`config.mk`:
```
export PLATFORM = sky130hd
export DESIGN_NAME = fir_tap_delay_line_flat
export DESIGN_NICKNAME = d
export VERILOG_FILES = /design/src/rtl/fir_tap_delay_line_if.sv /design/src/rtl/fir_tap_delay_line.sv /design/src/flat_wrapper.sv
export SDC_FILE = /design/constraint.sdc
export NUM_CORES = 1
export LEC_CHECK = 0
export BUFFER_PORTS_ARGS = -buffer_cell sky130_fd_sc_hd__buf_4
export CAP_MARGIN = 30
export CORE_MARGIN = 8
export CORE_UTILIZATION = 54
export CTS_CLUSTER_SIZE = 8
export DETAILED_ROUTE_END_ITERATION = 8
export PLACE_DENSITY_LB_ADDON = 0.15
export SYNTH_ARGS = -nofsm -noshare
export SYNTH_HDL_FRONTEND = slang
export SYNTH_SLANG_ARGS = --single-unit
export TNS_END_PERCENT = 10
```
`constraint.sdc`:
```
create_clock -name clk -period 2 [get_ports clk]
set_input_delay 0.4 -clock clk [delete_from_list [all_inputs] [get_ports clk]]
set_output_delay 0.4 -clock clk [all_outputs]
set_load 0.03 [all_outputs]
```
`src/rtl/fir_tap_delay_line_if.sv`:
```
// Stream bundle for the FIR tap delay line: sample input side and tap-vector output side.
// The slave modport is the delay line itself; master is the source/sink driving it.
interface fir_tap_delay_line_if #(
   parameter int DATA_W   = 12,
   parameter int TAPS     = 4,
   parameter int CHANNELS = 1
);
   localparam int CH_W = (CHANNELS > 1) ? $clog2(CHANNELS) : 1;

   logic                     in_valid;
   logic                     in_ready;
   logic [CH_W-1:0]          in_ch;
   logic signed [DATA_W-1:0] in_data;
   logic                     out_valid;
   logic                     out_ready;
   logic [CH_W-1:0]          out_ch;
   logic [TAPS*DATA_W-1:0]   out_taps;
   logic                     out_primed;
   logic                     err_ch;

   modport master (
      output in_valid, in_ch, in_data, out_ready,
      input  in_ready, out_valid, out_ch, out_taps, out_primed, err_ch
   );

   modport slave (
      input  in_valid, in_ch, in_data, out_ready,
      output in_ready, out_valid, out_ch, out_taps, out_primed, err_ch
   );
endinterface

```
`src/rtl/fir_tap_delay_line.sv`:
```
// Multi-channel tap delay line: per-channel TAPS-deep sample history, shifted on each
// accepted sample and presented as a full tap vector one cycle later.
module fir_tap_delay_line #(
   parameter int DATA_W   = 12,
   parameter int TAPS     = 4,
   parameter int CHANNELS = 1
) (
   input  logic                       clk,
   input  logic                       rst,
   input  logic                       flush,
   fir_tap_delay_line_if.slave        bus
);
   localparam int CH_W   = (CHANNELS > 1) ? $clog2(CHANNELS) : 1;
   localparam int FILL_W = $clog2(TAPS + 1);
   localparam logic [FILL_W-1:0] TAPS_F   = FILL_W'(TAPS);
   localparam logic [CH_W:0]     CH_LIMIT = (CH_W + 1)'(CHANNELS);

   logic [DATA_W-1:0]      hist [CHANNELS][TAPS];
   logic [FILL_W-1:0]      fill [CHANNELS];

   logic [DATA_W-1:0]      row       [TAPS];
   logic [DATA_W-1:0]      shift_row [TAPS];
   logic [TAPS*DATA_W-1:0] shift_vec;
   logic [FILL_W-1:0]      fill_row;
   logic [FILL_W-1:0]      fill_nxt;
   logic                   accept;
   logic                   ch_ok;

   assign bus.in_ready = !flush && (!bus.out_valid || bus.out_ready);
   assign accept       = bus.in_valid && bus.in_ready;
   assign ch_ok        = {1'b0, bus.in_ch} < CH_LIMIT;

   // Select the addressed channel by compare rather than indexing, so an
   // out-of-range in_ch never reads past the history array.
   always_comb begin
      row      = '{default: '0};
      fill_row = '0;
      for (int c = 0; c < CHANNELS; c++) begin
         if (bus.in_ch == CH_W'(c)) begin
            row      = hist[c];
            fill_row = fill[c];
         end
      end
      shift_row[0] = bus.in_data;
      for (int k = 1; k < TAPS; k++) begin
         shift_row[k] = row[k-1];
      end
      shift_vec = '0;
      for (int k = 0; k < TAPS; k++) begin
         shift_vec[k*DATA_W +: DATA_W] = shift_row[k];
      end
      fill_nxt = (fill_row == TAPS_F) ? fill_row : fill_row + 1'b1;
   end

   always_ff @(posedge clk or negedge rst) begin
      if (!rst) begin
         for (int c = 0; c < CHANNELS; c++) begin
            fill[c] <= '0;
            for (int k = 0; k < TAPS; k++) hist[c][k] <= '0;
         end
         bus.out_valid  <= 1'b0;
         bus.out_ch     <= '0;
         bus.out_taps   <= '0;
         bus.out_primed <= 1'b0;
         bus.err_ch     <= 1'b0;
      end else begin
         bus.err_ch <= 1'b0;
         if (flush) begin
            for (int c = 0; c < CHANNELS; c++) begin
               fill[c] <= '0;
               for (int k = 0; k < TAPS; k++) hist[c][k] <= '0;
            end
            bus.out_valid  <= 1'b0;
            bus.out_ch     <= '0;
            bus.out_taps   <= '0;
            bus.out_primed <= 1'b0;
         end else if (accept && ch_ok) begin
            for (int c = 0; c < CHANNELS; c++) begin
               if (bus.in_ch == CH_W'(c)) begin
                  hist[c] <= shift_row;
                  fill[c] <= fill_nxt;
               end
            end
            bus.out_valid  <= 1'b1;
            bus.out_ch     <= bus.in_ch;
            bus.out_taps   <= shift_vec;
            bus.out_primed <= (fill_nxt == TAPS_F);
         end else begin
            // A dropped bad-channel sample still lets a pending vector be consumed.
            if (accept) bus.err_ch <= 1'b1;
            if (bus.out_ready) bus.out_valid <= 1'b0;
         end
      end
   end
endmodule
```
`src/flat_wrapper.sv`:
```
// flat-port wrapper written by rule: the top's interface ports become plain ports
module fir_tap_delay_line_flat 
#(
   parameter int DATA_W   = 12,
   parameter int TAPS     = 4,
   parameter int CHANNELS = 1
)
  (clk, rst, flush, bus_in_valid, bus_in_ch, bus_in_data, bus_out_ready, bus_in_ready, bus_out_valid, bus_out_ch, bus_out_taps, bus_out_primed, bus_err_ch);
  fir_tap_delay_line_if #(.DATA_W(DATA_W), .TAPS(TAPS), .CHANNELS(CHANNELS)) bus_i ();
  input  logic clk;
  input  logic rst;
  input  logic flush;
  input wire logic [$bits(bus_i.in_valid)-1:0] bus_in_valid;
  input wire logic [$bits(bus_i.in_ch)-1:0] bus_in_ch;
  input wire logic [$bits(bus_i.in_data)-1:0] bus_in_data;
  input wire logic [$bits(bus_i.out_ready)-1:0] bus_out_ready;
  output wire logic [$bits(bus_i.in_ready)-1:0] bus_in_ready;
  output wire logic [$bits(bus_i.out_valid)-1:0] bus_out_valid;
  output wire logic [$bits(bus_i.out_ch)-1:0] bus_out_ch;
  output wire logic [$bits(bus_i.out_taps)-1:0] bus_out_taps;
  output wire logic [$bits(bus_i.out_primed)-1:0] bus_out_primed;
  output wire logic [$bits(bus_i.err_ch)-1:0] bus_err_ch;
  assign bus_i.in_valid = bus_in_valid;
  assign bus_i.in_ch = bus_in_ch;
  assign bus_i.in_data = bus_in_data;
  assign bus_i.out_ready = bus_out_ready;
  assign bus_in_ready = bus_i.in_ready;
  assign bus_out_valid = bus_i.out_valid;
  assign bus_out_ch = bus_i.out_ch;
  assign bus_out_taps = bus_i.out_taps;
  assign bus_out_primed = bus_i.out_primed;
  assign bus_err_ch = bus_i.err_ch;
  fir_tap_delay_line #(.DATA_W(DATA_W), .TAPS(TAPS), .CHANNELS(CHANNELS)) u_core (.clk(clk), .rst(rst), .flush(flush), .bus(bus_i));
endmodule
```
## Yosys cells after proc, flatten, opt, wreduce, memory -nomap -nowiden

Index checks and enable logic that the tools add are counted.

- Add/sub/neg operators: 1
- $mul: 0
- Divide/modulo/power cells: 0
- $lt $le $gt $ge: 1
- Eq/ne operators: 3
- Shift-type cells: 0
- Multiplexer cells: 21
- Bitwise operators: 0
- Reductions and logical operators: 9

Operators by type and width:

| operator | count |
|---|---|
| two-way mux 48 bit | 6 |
| two-way mux 3 bit | 5 |
| two-way mux 1 bit | 10 |
| == test 3 bit, second input constant | 2 |
| adder 3 x 1 -> 3 bit, second input constant | 1 |
| logical AND 1 bit | 3 |
| nonzero test 3 bit | 1 |
| logical NOT 1 bit | 2 |
| inequality test 2 bit, second input constant | 1 |
| AND reduction 2 bit | 1 |
| nonzero test 2 bit | 1 |
| logical OR 1 bit | 1 |
| < comparator 1 bit, second input constant | 1 |

- Flip-flop bits (word level): 103
- Latch bits: 0
- Bits in writable memories: 0
- ROM bits: 0
- Bits of input ports: 18
- Output and inout port bits: 53
- Logic and storage cells: 45
- Memories kept: 0

## Longest topological paths before layout

Gate-level depths: netlist of run 1.

- Depth in word-level cells: 7
- Depth in mapped cells: 6
- Depth with buffers taken out: 6

## Worst setup path before layout of run 1

No wires, ideal clock.

- Path type: reg-to-reg
- Start: register u_core.fill[0] in the netlist's numbering
- End: register u_core.bus.out_primed
- Library setup time: 65 ps
- Arrival: 1,550 ps
- Required time: 1,935 ps
- Slack: 385 ps
- Cell stages (with the launch flop): 7
- Buffers on the path: 0
- Period minus slack after synthesis: 1,615 ps
- Cell sequence: dfrtp_1 -> nor2b_1 -> inv_1 -> ha_1 -> or3b_2 -> a31oi_1 -> a31o_1

- Cells in the longest elaborated chain, start to end: 6
- Elaborated cells between the ends (all ways): 7
- Those cells by class: add/sub (1); eq/ne (2); mux (4)

RTL lines:

| item | line | text |
|---|---|---|
| from (decl) | fir_tap_delay_line.sv:19 | `logic [FILL_W-1:0] fill [CHANNELS];` |
| from (signal, indexed assignment) | fir_tap_delay_line.sv:81 | `fill[c] <= fill_nxt;` |
| two-way mux 3 bit (*) | fir_tap_delay_line.sv:39 | `if (bus.in_ch == CH_W'(c)) begin` |
| adder 3 x 1 -> 3 bit or == test 3 bit (tied branches) | fir_tap_delay_line.sv:52 | `fill_nxt = (fill_row == TAPS_F) ? fill_row : fill_row + 1'b1;` |
| two-way mux 3 bit (*) | fir_tap_delay_line.sv:52 |  |
| == test 3 bit (*) | fir_tap_delay_line.sv:87 | `bus.out_primed <= (fill_nxt == TAPS_F);` |
| two-way mux 1 bit (*) | fir_tap_delay_line.sv:77 | `end else if (accept && ch_ok) begin` |
| two-way mux 1 bit (*) | fir_tap_delay_line.sv:68 | `if (flush) begin` |
| to (signal assigned) | fir_tap_delay_line.sv:87 |  |
| to (decl) | fir_tap_delay_line_if.sv:28 | `output in_ready, out_valid, out_ch, out_taps, out_primed, err_ch` |

Mark *: on every way between the ends. The rest lies on a longest branch, timed or not. The select of a mux whose other input is x is not followed.
A chain may end at the register's enable or synchronous reset.

## Worst setup path in the final report of run 1

- Start: register u_core.bus.out_valid
- End: output bus_in_ready

- Cells in the longest elaborated chain, start to end: 3

RTL lines:

| item | line | text |
|---|---|---|
| from (decl) | fir_tap_delay_line_if.sv:28 |  |
| from (signal assigned) | fir_tap_delay_line.sv:61 | `bus.out_valid <= 1'b0;` |
| from (signal assigned) | fir_tap_delay_line.sv:73 | `bus.out_valid <= 1'b0;` |
| from (signal assigned) | fir_tap_delay_line.sv:84 | `bus.out_valid <= 1'b1;` |
| logical NOT 1 bit | fir_tap_delay_line.sv:29 | `assign bus.in_ready = !flush && (!bus.out_valid \|\| bus.out_ready);` |
| logical OR 1 bit | fir_tap_delay_line.sv:29 |  |
| logical AND 1 bit | fir_tap_delay_line.sv:29 |  |
| to (decl) | flat_wrapper.sv:17 | `output wire logic [$bits(bus_i.in_ready)-1:0] bus_in_ready;` |

Every way passes these cells.

==> impl_results.html, run 1 <==
<table>
<tr><th>Metric</th><th>Value</th></tr>
<tr><th colspan="2">Run status</th></tr>
<tr><td>Outcome</td><td>finished clean</td></tr>
<tr><th colspan="2">Clocking</th></tr>
<tr><td>CTS Buffer Depth</td><td>2</td></tr>
<tr><td>Root Buffer</td><td>sky130_fd_sc_hd__clkbuf_8</td></tr>
<tr><td>Clock-pin slew reported for the worst setup and hold paths after clock tree synthesis</td><td>around 80 ps</td></tr>
<tr><td>Number of buffers inserted by hold repair at cts</td><td>0</td></tr>
<tr><td>Number of buffers inserted during clock tree synthesis</td><td>9</td></tr>
<tr><td>Post_cts resized</td><td>0</td></tr>
<tr><td>TritonCTS clock tree</td><td>built</td></tr>
<tr><td>Total number of H-tree levels</td><td>3</td></tr>
<tr><td>Clock latency reported for the late side of the worst-skew pair</td><td>340 ps</td></tr>
<tr><td>Number of setup buffers added after CTS</td><td>0</td></tr>
<tr><td>Clk sink count</td><td>between 90 and 100</td></tr>
<tr><th colspan="2">Finish</th></tr>
<tr><td>Most used cells in the layout excluding fill and tap cells</td><td>91 x sky130_fd_sc_hd__dfrtp_1, 76 x sky130_fd_sc_hd__buf_4, 72 x sky130_fd_sc_hd__a22o_1</td></tr>
<tr><td>Layout net count</td><td>between 300 and 400</td></tr>
<tr><td>Antenna diode count</td><td>0</td></tr>
<tr><td>Synthesis-to-layout area growth</td><td>21.7%</td></tr>
<tr><td>Leading cell type in the layout, fill and taps excluded</td><td>sky130_fd_sc_hd__dfrtp_1</td></tr>
<tr><td>Ratio of cells with drive above 1 in the final layout</td><td>roughly 30%</td></tr>
<tr><td>Fin util</td><td>67.5%</td></tr>
<tr><td>Final-layout fill cell count</td><td>around 480</td></tr>
<tr><th colspan="2">Routing</th></tr>
<tr><td>Number of antenna-violating nets in the routed design</td><td>0</td></tr>
<tr><td>DR vias</td><td>around 2400</td></tr>
<tr><td>First drt pass iteration count</td><td>5</td></tr>
<tr><td>Average detailed-routed wire length per instance</td><td>approximately 18 um</td></tr>
<tr><td>Via density per instance</td><td>just under 6</td></tr>
<tr><td>Number of DRC markers after the initial detailed-route iteration</td><td>190</td></tr>
<tr><td>DRC violation count after routing</td><td>0</td></tr>
<tr><td>Routed Wire Length</td><td>between 7000 and 8000 um</td></tr>
<tr><th colspan="2">Critical path</th></tr>
<tr><td>Cell depth of the worst flop-to-flop path</td><td>6</td></tr>
<tr><td>Critical Path Fanout Max</td><td>4</td></tr>
<tr><td>Required time reported for the critical path endpoint</td><td>between 1500 and 2000 ps</td></tr>
<tr><td>Library cell contributing the largest single delay on the critical path</td><td>sky130_fd_sc_hd__nor2b_1</td></tr>
<tr><td>Slowest stage delay, CP</td><td>between 400 and 500 ps</td></tr>
<tr><td>Endpoint class of the critical path</td><td>output pin</td></tr>
<tr><td>CP startpoint kind</td><td>flip-flop</td></tr>
<tr><td>Crit Reg-Reg Startpoint</td><td>u_core.fill[0]</td></tr>
<tr><td>Setup slack of the worst register-to-register path</td><td>220 ps</td></tr>
<tr><td>Arrival @ worst endpoint</td><td>between 1000 and 1500 ps</td></tr>
<tr><td>Cells along the critical path</td><td>nor2b_1, nor2_1, buf_4</td></tr>
<tr><td>Critical path start-end classification</td><td>flip-flop to output pin</td></tr>
<tr><td>Destination of the worst register-to-register timing path</td><td>u_core.bus.out_primed</td></tr>
<tr><th colspan="2">Timing</th></tr>
<tr><td>Worst-margin pin slew</td><td>~490 ps</td></tr>
<tr><td>Pins over their slew limit</td><td>0</td></tr>
<tr><td>F_max</td><td>around 550 MHz</td></tr>
<tr><td>Setup repair after global routing missed its margin</td><td>false</td></tr>
<tr><td>Normalized max-slew margin</td><td>67.5%</td></tr>
<tr><td>Layout Skew</td><td>7.76 ps</td></tr>
<tr><td>Final setup margin</td><td>176 ps</td></tr>
<tr><td>Final setup fails</td><td>0</td></tr>
<tr><td>Fin. Hold Viols</td><td>0</td></tr>
<tr><td>Crit share post-route</td><td>between 90% and 100%</td></tr>
<tr><td>Minimum period implied by the final worst setup slack</td><td>around 1800 ps</td></tr>
<tr><td>Final-layout worst hold slack</td><td>approximately 72 ps</td></tr>
<tr><td>Total Negative Setup Slacks</td><td>0 ps</td></tr>
<tr><th colspan="2">Global routing</th></tr>
<tr><td>Via count of the first global-routing pass</td><td>2362</td></tr>
<tr><td>Initial antenna violation count</td><td>0</td></tr>
<tr><td>Global router's overall resource usage</td><td>between 10% and 20%</td></tr>
<tr><td>Grt total ovfl</td><td>0</td></tr>
<tr><td>First-pass GRT wire length</td><td>roughly 12000 um</td></tr>
<tr><td>Maximum number of pins on one net before global-route repair</td><td>92</td></tr>
<tr><th colspan="2">Placed design</th></tr>
<tr><td>Hpwl dp</td><td>~4700 um</td></tr>
<tr><td>Final weighted congestion in routability-driven placement</td><td>around 0.79</td></tr>
<tr><td>Placement Setup Slack</td><td>169 ps</td></tr>
<tr><td>IO buf count</td><td>70</td></tr>
<tr><th colspan="2">Synth</th></tr>
<tr><td>Number of warnings issued by yosys</td><td>0</td></tr>
<tr><td>Average cell area after synthesis</td><td>approximately 14 sq um</td></tr>
<tr><td>Post-synth net total</td><td>approximately 280</td></tr>
<tr><td>Share of the yosys chip area belonging to registers</td><td>65.1%</td></tr>
<tr><td>Count of distinct cell types in the synthesized netlist</td><td>28</td></tr>
<tr><td>Ranking of synthesized cells by area</td><td>sky130_fd_sc_hd__dfrtp_1 65%, sky130_fd_sc_hd__a22o_1 18%, sky130_fd_sc_hd__buf_6 2.9%, sky130_fd_sc_hd__a21oi_1 2.3%, sky130_fd_sc_hd__nand3_1 1.9%</td></tr>
<tr><td>Library cell with the largest summed area after synthesis</td><td>sky130_fd_sc_hd__dfrtp_1</td></tr>
<tr><td>Syn Std Cell Area</td><td>3500 sq um</td></tr>
<tr><td>Fraction of synthesized cell area taken by the top area cell type</td><td>approximately 65%</td></tr>
<tr><td>Post-Synthesis Cells</td><td>between 200 and 300</td></tr>
<tr><td>#FFs+latches synth</td><td>91</td></tr>
<tr><th colspan="2">Floorplan</th></tr>
<tr><td>Die Wd</td><td>just under 100 um</td></tr>
<tr><td>Initial standard-cell utilization of the core</td><td>55.4%</td></tr>
<tr><td>Die height</td><td>about 96 um</td></tr>
<tr><td>Standard-cell row count</td><td>29</td></tr>
<tr><td>Die area</td><td>between 9000 and 10000 sq um</td></tr>
<tr><td>Placeable core region</td><td>~6300 sq um</td></tr>
<tr><td>Top Ports</td><td>71</td></tr>
<tr><th colspan="2">Job</th></tr>
<tr><td>Number of max-cap violations</td><td>0</td></tr>
<tr><th colspan="2">Pwr</th></tr>
<tr><td>Power per cell area</td><td>822 nW/um^2</td></tr>
<tr><td>Leakage</td><td>around 0.0021 uW</td></tr>
<tr><td>Worst voltage drop across the vdd grid</td><td>0.502 mV</td></tr>
<tr><th colspan="2">Worst hold path</th></tr>
<tr><td>Worst min-delay path class</td><td>primary input to async pin</td></tr>
</table>
## sequential cells by signal, summed over array words and instances (netlist names)
register,cells
u_core.bus.err_ch,1
u_core.bus.out_ch,1
u_core.bus.out_primed,1
u_core.bus.out_taps,48
u_core.bus.out_valid,1
u_core.fill,3
u_core.hist,36
## per-layer routing
metal	global-route usage (%)	vias up	routed length, um
met3	6.65	6	622
li1	-	1110	-
met4	6.31	0	70
met2	21.3	74	3140
met5	0	-	0
met1	24.2	1198	3430
## worst max-delay path, delay by kind of cell, from the launching register on
family	cells	cell delay, ps
buf+inv	1	190
flops	1	360
simple gates	2	530
## per-stage QoR
stage / total power (uW) / area (sq um) / instances
2_1_floorplan: 2100 / 3500 / 258
3_3_place_gp: 2220 / 4040 / 389
3_5_place_dp: 2220 / 4040 / 389
4_1_cts: 3550 / 4260 / 405
5_1_grt: 3630 / 4260 / 405
6_report: 3500 / 4260 / 405
## power by group
part | internal [uW] | total (uW) | switching (uW)
Sequential | 1870 | 1900 | 28.0
Clock | 701 | 1320 | 616
Combinational | 100 | 280 | 180
Total | 2680 | 3500 | 824
## cells by family (layout without fill, tap and decap cells)
kind of cell	count (synthesis)	count (layout)	synth area share, %
AOI/OAI and AO/OA	108	108	23.7
adders and majority gates	2	2	0.715
buffers and inverters	27	97	5.15
DFF	91	91	65.1
and+or+nand+nor	30	30	5.33
## worst max-delay path by stage
stage / start / to / slack, ps / cells after the start
after floorplan: u_core.bus.out_valid / bus_in_ready / 380 / 3
after global placement: bus_in_ch / u_core.bus.out_primed / 220 / 7
after detailed placement: bus_in_ch / u_core.bus.out_primed / 170 / 7
after CTS: u_core.bus.out_valid / bus_in_ready / 140 / 3
after global routing: u_core.bus.out_valid / bus_in_ready / 60 / 3
final: u_core.bus.out_valid / bus_in_ready / 180 / 3
## synthesized netlist by cell type, drive strengths merged
| master | n |
|---|---|
| nor2 | 3 |
| and2 | 1 |
| ha | 2 |
| or3b | 1 |
| buf | 20 |
| inv | 3 |
| and3 | 1 |
| dfrtp | 91 |
| a21oi | 17 |
| a311oi | 1 |
| clkbuf | 4 |
| a211oi | 1 |
| nor3b | 1 |
| o21ai | 13 |
| nand3 | 13 |
| or4 | 1 |
| a31o | 1 |
| o31ai | 1 |
| nand2b | 4 |
| a22o | 72 |
| a31oi | 2 |
| nor3 | 1 |
| nor2b | 4 |
## area by class of cell
cell class	instances	area [sq um]	area share (%)
flip-flops and latches	91	2280	53.5
multi-input cells	140	1050	24.6
repair buffers	78	611	14.3
clock buffers	9	124	2.91
well taps	77	96.3	2.26
clock inverters	7	91.3	2.14
inverters	3	11.3	0.264
Power figures use the tool's default switching activity.
==> run 2: changes to the inputs <==
--- a/config.mk
+++ b/config.mk
@@ -11,6 +11,7 @@
 export CORE_UTILIZATION = 54
 export CTS_CLUSTER_SIZE = 8
 export DETAILED_ROUTE_END_ITERATION = 8
+export MAX_ROUTING_LAYER = met4
 export PLACE_DENSITY_LB_ADDON = 0.15
 export SYNTH_ARGS = -nofsm -noshare
 export SYNTH_HDL_FRONTEND = slang
==> impl_results.html, run 2 (synthesis gave the netlist of run 1 again) <==
<table>
<tr><th>Metric</th><th>Value</th></tr>
<tr><th colspan="2">Critical path</th></tr>
<tr><td>Destination of the worst register-to-register timing path</td><td>u_core.bus.out_primed (unchanged)</td></tr>
<tr><td>Slowest stage delay, CP</td><td>430 ps (about the same)</td></tr>
<tr><td>Cell depth of the worst flop-to-flop path</td><td>6 (unchanged)</td></tr>
<tr><td>CP startpoint kind</td><td>flip-flop (unchanged)</td></tr>
<tr><td>Endpoint class of the critical path</td><td>output pin (unchanged)</td></tr>
<tr><td>Arrival @ worst endpoint</td><td>1420 ps (about the same)</td></tr>
<tr><td>Critical Path Sink</td><td>bus_in_ready (unchanged)</td></tr>
<tr><td>Cells along the critical path</td><td>nor2b_1, nor2_1, buf_4 (unchanged)</td></tr>
<tr><td>Library cell contributing the largest single delay on the critical path</td><td>sky130_fd_sc_hd__nor2b_1 (unchanged)</td></tr>
<tr><td>Required time reported for the critical path endpoint</td><td>1600 ps (about the same)</td></tr>
<tr><td>Crit Reg-Reg Startpoint</td><td>u_core.fill[0] (unchanged)</td></tr>
<tr><td>Critical Path Fanout Max</td><td>4 (unchanged)</td></tr>
<tr><td>Critical path start-end classification</td><td>flip-flop to output pin (unchanged)</td></tr>
<tr><td>Worst setup path startpoint</td><td>u_core.bus.out_valid (unchanged)</td></tr>
<tr><td>Setup slack of the worst register-to-register path</td><td>230 ps (was 220 ps)</td></tr>
<tr><th colspan="2">Pwr</th></tr>
<tr><td>Leakage</td><td>0.00213 uW (unchanged)</td></tr>
<tr><td>Part of the power in the clock network</td><td>37.7% (was 37.6%)</td></tr>
<tr><td>Combinational Power Share</td><td>8.0% (about the same)</td></tr>
<tr><td>Power per cell area</td><td>823 nW/um^2 (was 822 nW/um^2)</td></tr>
<tr><td>Net switching power</td><td>830 uW (was 824 uW)</td></tr>
<tr><td>Post-layout total power</td><td>3510 uW (was 3500 uW)</td></tr>
<tr><td>Worst voltage drop across the vdd grid</td><td>0.499 mV (was 0.502 mV)</td></tr>
<tr><td>Switching part of the total power</td><td>23.7% (was 23.5%)</td></tr>
<tr><td>Internal power</td><td>2680 uW (about the same)</td></tr>
<tr><td>Part of the total power dissipated in sequential elements</td><td>54.3% (was 54.4%)</td></tr>
<tr><th colspan="2">Clocking</th></tr>
<tr><td>Clk sink count</td><td>91 (unchanged)</td></tr>
<tr><td>Total number of H-tree levels</td><td>3 (unchanged)</td></tr>
<tr><td>CTS Buffer Depth</td><td>2 (unchanged)</td></tr>
<tr><td>TritonCTS clock tree</td><td>built (unchanged)</td></tr>
<tr><td>Number of buffers inserted during clock tree synthesis</td><td>9 (unchanged)</td></tr>
<tr><td>Post_cts resized</td><td>0 (unchanged)</td></tr>
<tr><td>Clock latency reported for the late side of the worst-skew pair</td><td>340 ps (about the same)</td></tr>
<tr><td>Clock-pin slew reported for the worst setup and hold paths after clock tree synthesis</td><td>80 ps (about the same)</td></tr>
<tr><td>Number of setup buffers added after CTS</td><td>0 (unchanged)</td></tr>
<tr><td>Root Buffer</td><td>sky130_fd_sc_hd__clkbuf_8 (unchanged)</td></tr>
<tr><td>Number of buffers inserted by hold repair at cts</td><td>0 (unchanged)</td></tr>
<tr><th colspan="2">Floorplan</th></tr>
<tr><td>Placeable core region</td><td>6310 sq um (unchanged)</td></tr>
<tr><td>Top Ports</td><td>71 (unchanged)</td></tr>
<tr><td>Initial standard-cell utilization of the core</td><td>55.4% (unchanged)</td></tr>
<tr><td>Standard-cell row count</td><td>29 (unchanged)</td></tr>
<tr><td>Die area</td><td>9310 sq um (unchanged)</td></tr>
<tr><td>Die height</td><td>96.5 um (unchanged)</td></tr>
<tr><td>Die Wd</td><td>96.5 um (unchanged)</td></tr>
<tr><th colspan="2">Timing</th></tr>
<tr><td>F_max</td><td>550 MHz (was 548 MHz)</td></tr>
<tr><td>Total Negative Setup Slacks</td><td>0 ps (unchanged)</td></tr>
<tr><td>Setup repair after global routing missed its margin</td><td>false (unchanged)</td></tr>
<tr><td>Normalized max-slew margin</td><td>67.8% (was 67.5%)</td></tr>
<tr><td>Crit share post-route</td><td>90.9% (was 91.2%)</td></tr>
<tr><td>Final setup fails</td><td>0 (unchanged)</td></tr>
<tr><td>Final-layout worst hold slack</td><td>77.8 ps (was 71.6 ps)</td></tr>
<tr><td>Pins over their slew limit</td><td>0 (unchanged)</td></tr>
<tr><td>Worst-margin pin slew</td><td>482 ps (was 487 ps)</td></tr>
<tr><td>Minimum period implied by the final worst setup slack</td><td>1820 ps (about the same)</td></tr>
<tr><td>Layout Skew</td><td>7.37 ps (was 7.76 ps)</td></tr>
<tr><td>Fin. Hold Viols</td><td>0 (unchanged)</td></tr>
<tr><th colspan="2">Routing</th></tr>
<tr><td>First drt pass iteration count</td><td>6 (was 5)</td></tr>
<tr><td>Number of antenna-violating nets in the routed design</td><td>0 (unchanged)</td></tr>
<tr><td>Number of DRC markers after the initial detailed-route iteration</td><td>154 (was 190)</td></tr>
<tr><td>Average detailed-routed wire length per instance</td><td>18.1 um (was 17.9 um)</td></tr>
<tr><td>Via density per instance</td><td>5.82 (was 5.90)</td></tr>
<tr><td>Routed Wire Length</td><td>7330 um (was 7260 um)</td></tr>
<tr><td>DRC violation count after routing</td><td>0 (unchanged)</td></tr>
<tr><td>DR vias</td><td>2357 (was 2388)</td></tr>
<tr><th colspan="2">Finish</th></tr>
<tr><td>Register cell area after layout</td><td>2280 sq um (unchanged)</td></tr>
<tr><td>Leading cell type in the layout, fill and taps excluded</td><td>sky130_fd_sc_hd__dfrtp_1 (unchanged)</td></tr>
<tr><td>Final-layout fill cell count</td><td>475 (unchanged)</td></tr>
<tr><td>Post-route cell area</td><td>4260 sq um (unchanged)</td></tr>
<tr><td>Largest registers</td><td>u_core.bus.out_taps: 48 flops, u_core.hist: 36 flops, u_core.fill: 3 flops (unchanged)</td></tr>
<tr><td>Multi-input gate area in the final layout</td><td>1050 sq um (unchanged)</td></tr>
<tr><td>Most used cells in the layout excluding fill and tap cells</td><td>91 x sky130_fd_sc_hd__dfrtp_1, 76 x sky130_fd_sc_hd__buf_4, 72 x sky130_fd_sc_hd__a22o_1 (unchanged)</td></tr>
<tr><td>Largest register by flop count</td><td>u_core.bus.out_taps (unchanged)</td></tr>
<tr><td>Synthesis-to-layout area growth</td><td>21.7% (unchanged)</td></tr>
<tr><td>Antenna diode count</td><td>0 (unchanged)</td></tr>
<tr><td>Flip-flop count of the largest register after layout</td><td>48 (unchanged)</td></tr>
<tr><td>Layout net count</td><td>343 (unchanged)</td></tr>
<tr><td>Ratio of cells with drive above 1 in the final layout</td><td>29.9% (unchanged)</td></tr>
<tr><th colspan="2">Global routing</th></tr>
<tr><td>Initial antenna violation count</td><td>0 (unchanged)</td></tr>
<tr><td>Global router's overall resource usage</td><td>17.1% (was 16.6%)</td></tr>
<tr><td>Maximum number of pins on one net before global-route repair</td><td>92 (unchanged)</td></tr>
<tr><td>Grt total ovfl</td><td>0 (unchanged)</td></tr>
<tr><td>Via count of the first global-routing pass</td><td>2355 (was 2362)</td></tr>
<tr><td>First-pass GRT wire length</td><td>12000 um (about the same)</td></tr>
<tr><th colspan="2">Placed design</th></tr>
<tr><td>IO buf count</td><td>70 (unchanged)</td></tr>
<tr><td>Hpwl dp</td><td>4700 um (unchanged)</td></tr>
<tr><td>Placed cell area</td><td>4040 sq um (unchanged)</td></tr>
<tr><td>Final weighted congestion in routability-driven placement</td><td>0.799 (was 0.788)</td></tr>
<tr><th colspan="2">Worst hold path</th></tr>
<tr><td>Worst min-delay path class</td><td>primary input to async pin (unchanged)</td></tr>
<tr><th colspan="2">Run status</th></tr>
<tr><td>Outcome</td><td>finished clean (unchanged)</td></tr>
<tr><th colspan="2">Job</th></tr>
<tr><td>Number of max-cap violations</td><td>0 (unchanged)</td></tr>
</table>
-- run 2: cell counts in the layout (fill, tap and decap cells not counted) --
No cell type changed its count.
-- run 2: worst min path at each step --
stage / startpoint / to / slack [ps] / depth (start not counted)
final: rst / u_core.fill[2] / 80 / 2
after global routing: rst / u_core.bus.out_primed / 120 / 2
after CTS: rst / u_core.bus.out_ch / 100 / 2
after detailed placement: rst / u_core.bus.out_ch / 480 / 2
after global placement: rst / u_core.bus.out_ch / 480 / 2
after floorplan: rst / u_core.bus.err_ch / 100 / 0
-- run 2: routing by layer --
metal	up-vias	track usage, %	wire length, um
li1	1102	-	-
met2	71	21.3	3120
met4	0	6.31	63
met3	6	5.64	520
met5	-	-	0
met1	1178	24.9	3620
-- run 2: stage by stage --
step	instances	utilization [%]	setup WS [ps]
final	405	67.5	182
after global routing	405	67.5	61.5
after CTS	405	67.5	141
after detailed placement	389	64.1	169
after global placement	389	64.1	215
after floorplan	258	-	385
-- run 2: power groups by stage --
| stage | combinational, uW | sequential, uW | clock [uW] |
|---|---|---|---|
| 2_1_floorplan | 126 | 1970 | 0 |
| 3_3_place_gp | 282 | 1940 | 0 |
| 3_5_place_dp | 285 | 1940 | 0 |
| 4_1_cts | 285 | 1900 | 1360 |
| 5_1_grt | 306 | 1910 | 1420 |
| 6_report | 281 | 1900 | 1320 |
-- run 2: final cells by class --
type | count | area share [%]
timing repair buffer | 78 | 14.3
tap | 77 | 2.26
clock inverter | 7 | 2.14
multi-input combinational | 140 | 24.6
inverter | 3 | 0.264
clock buffer | 9 | 2.91
sequential | 91 | 53.5
-- run 2: worst max-delay path, delay by kind of cell, from the launching register on --
family | cells | cell delay, ps
AND/OR/NAND/NOR | 2 | 530
buffers and inverters | 1 | 190
flip-flops | 1 | 360
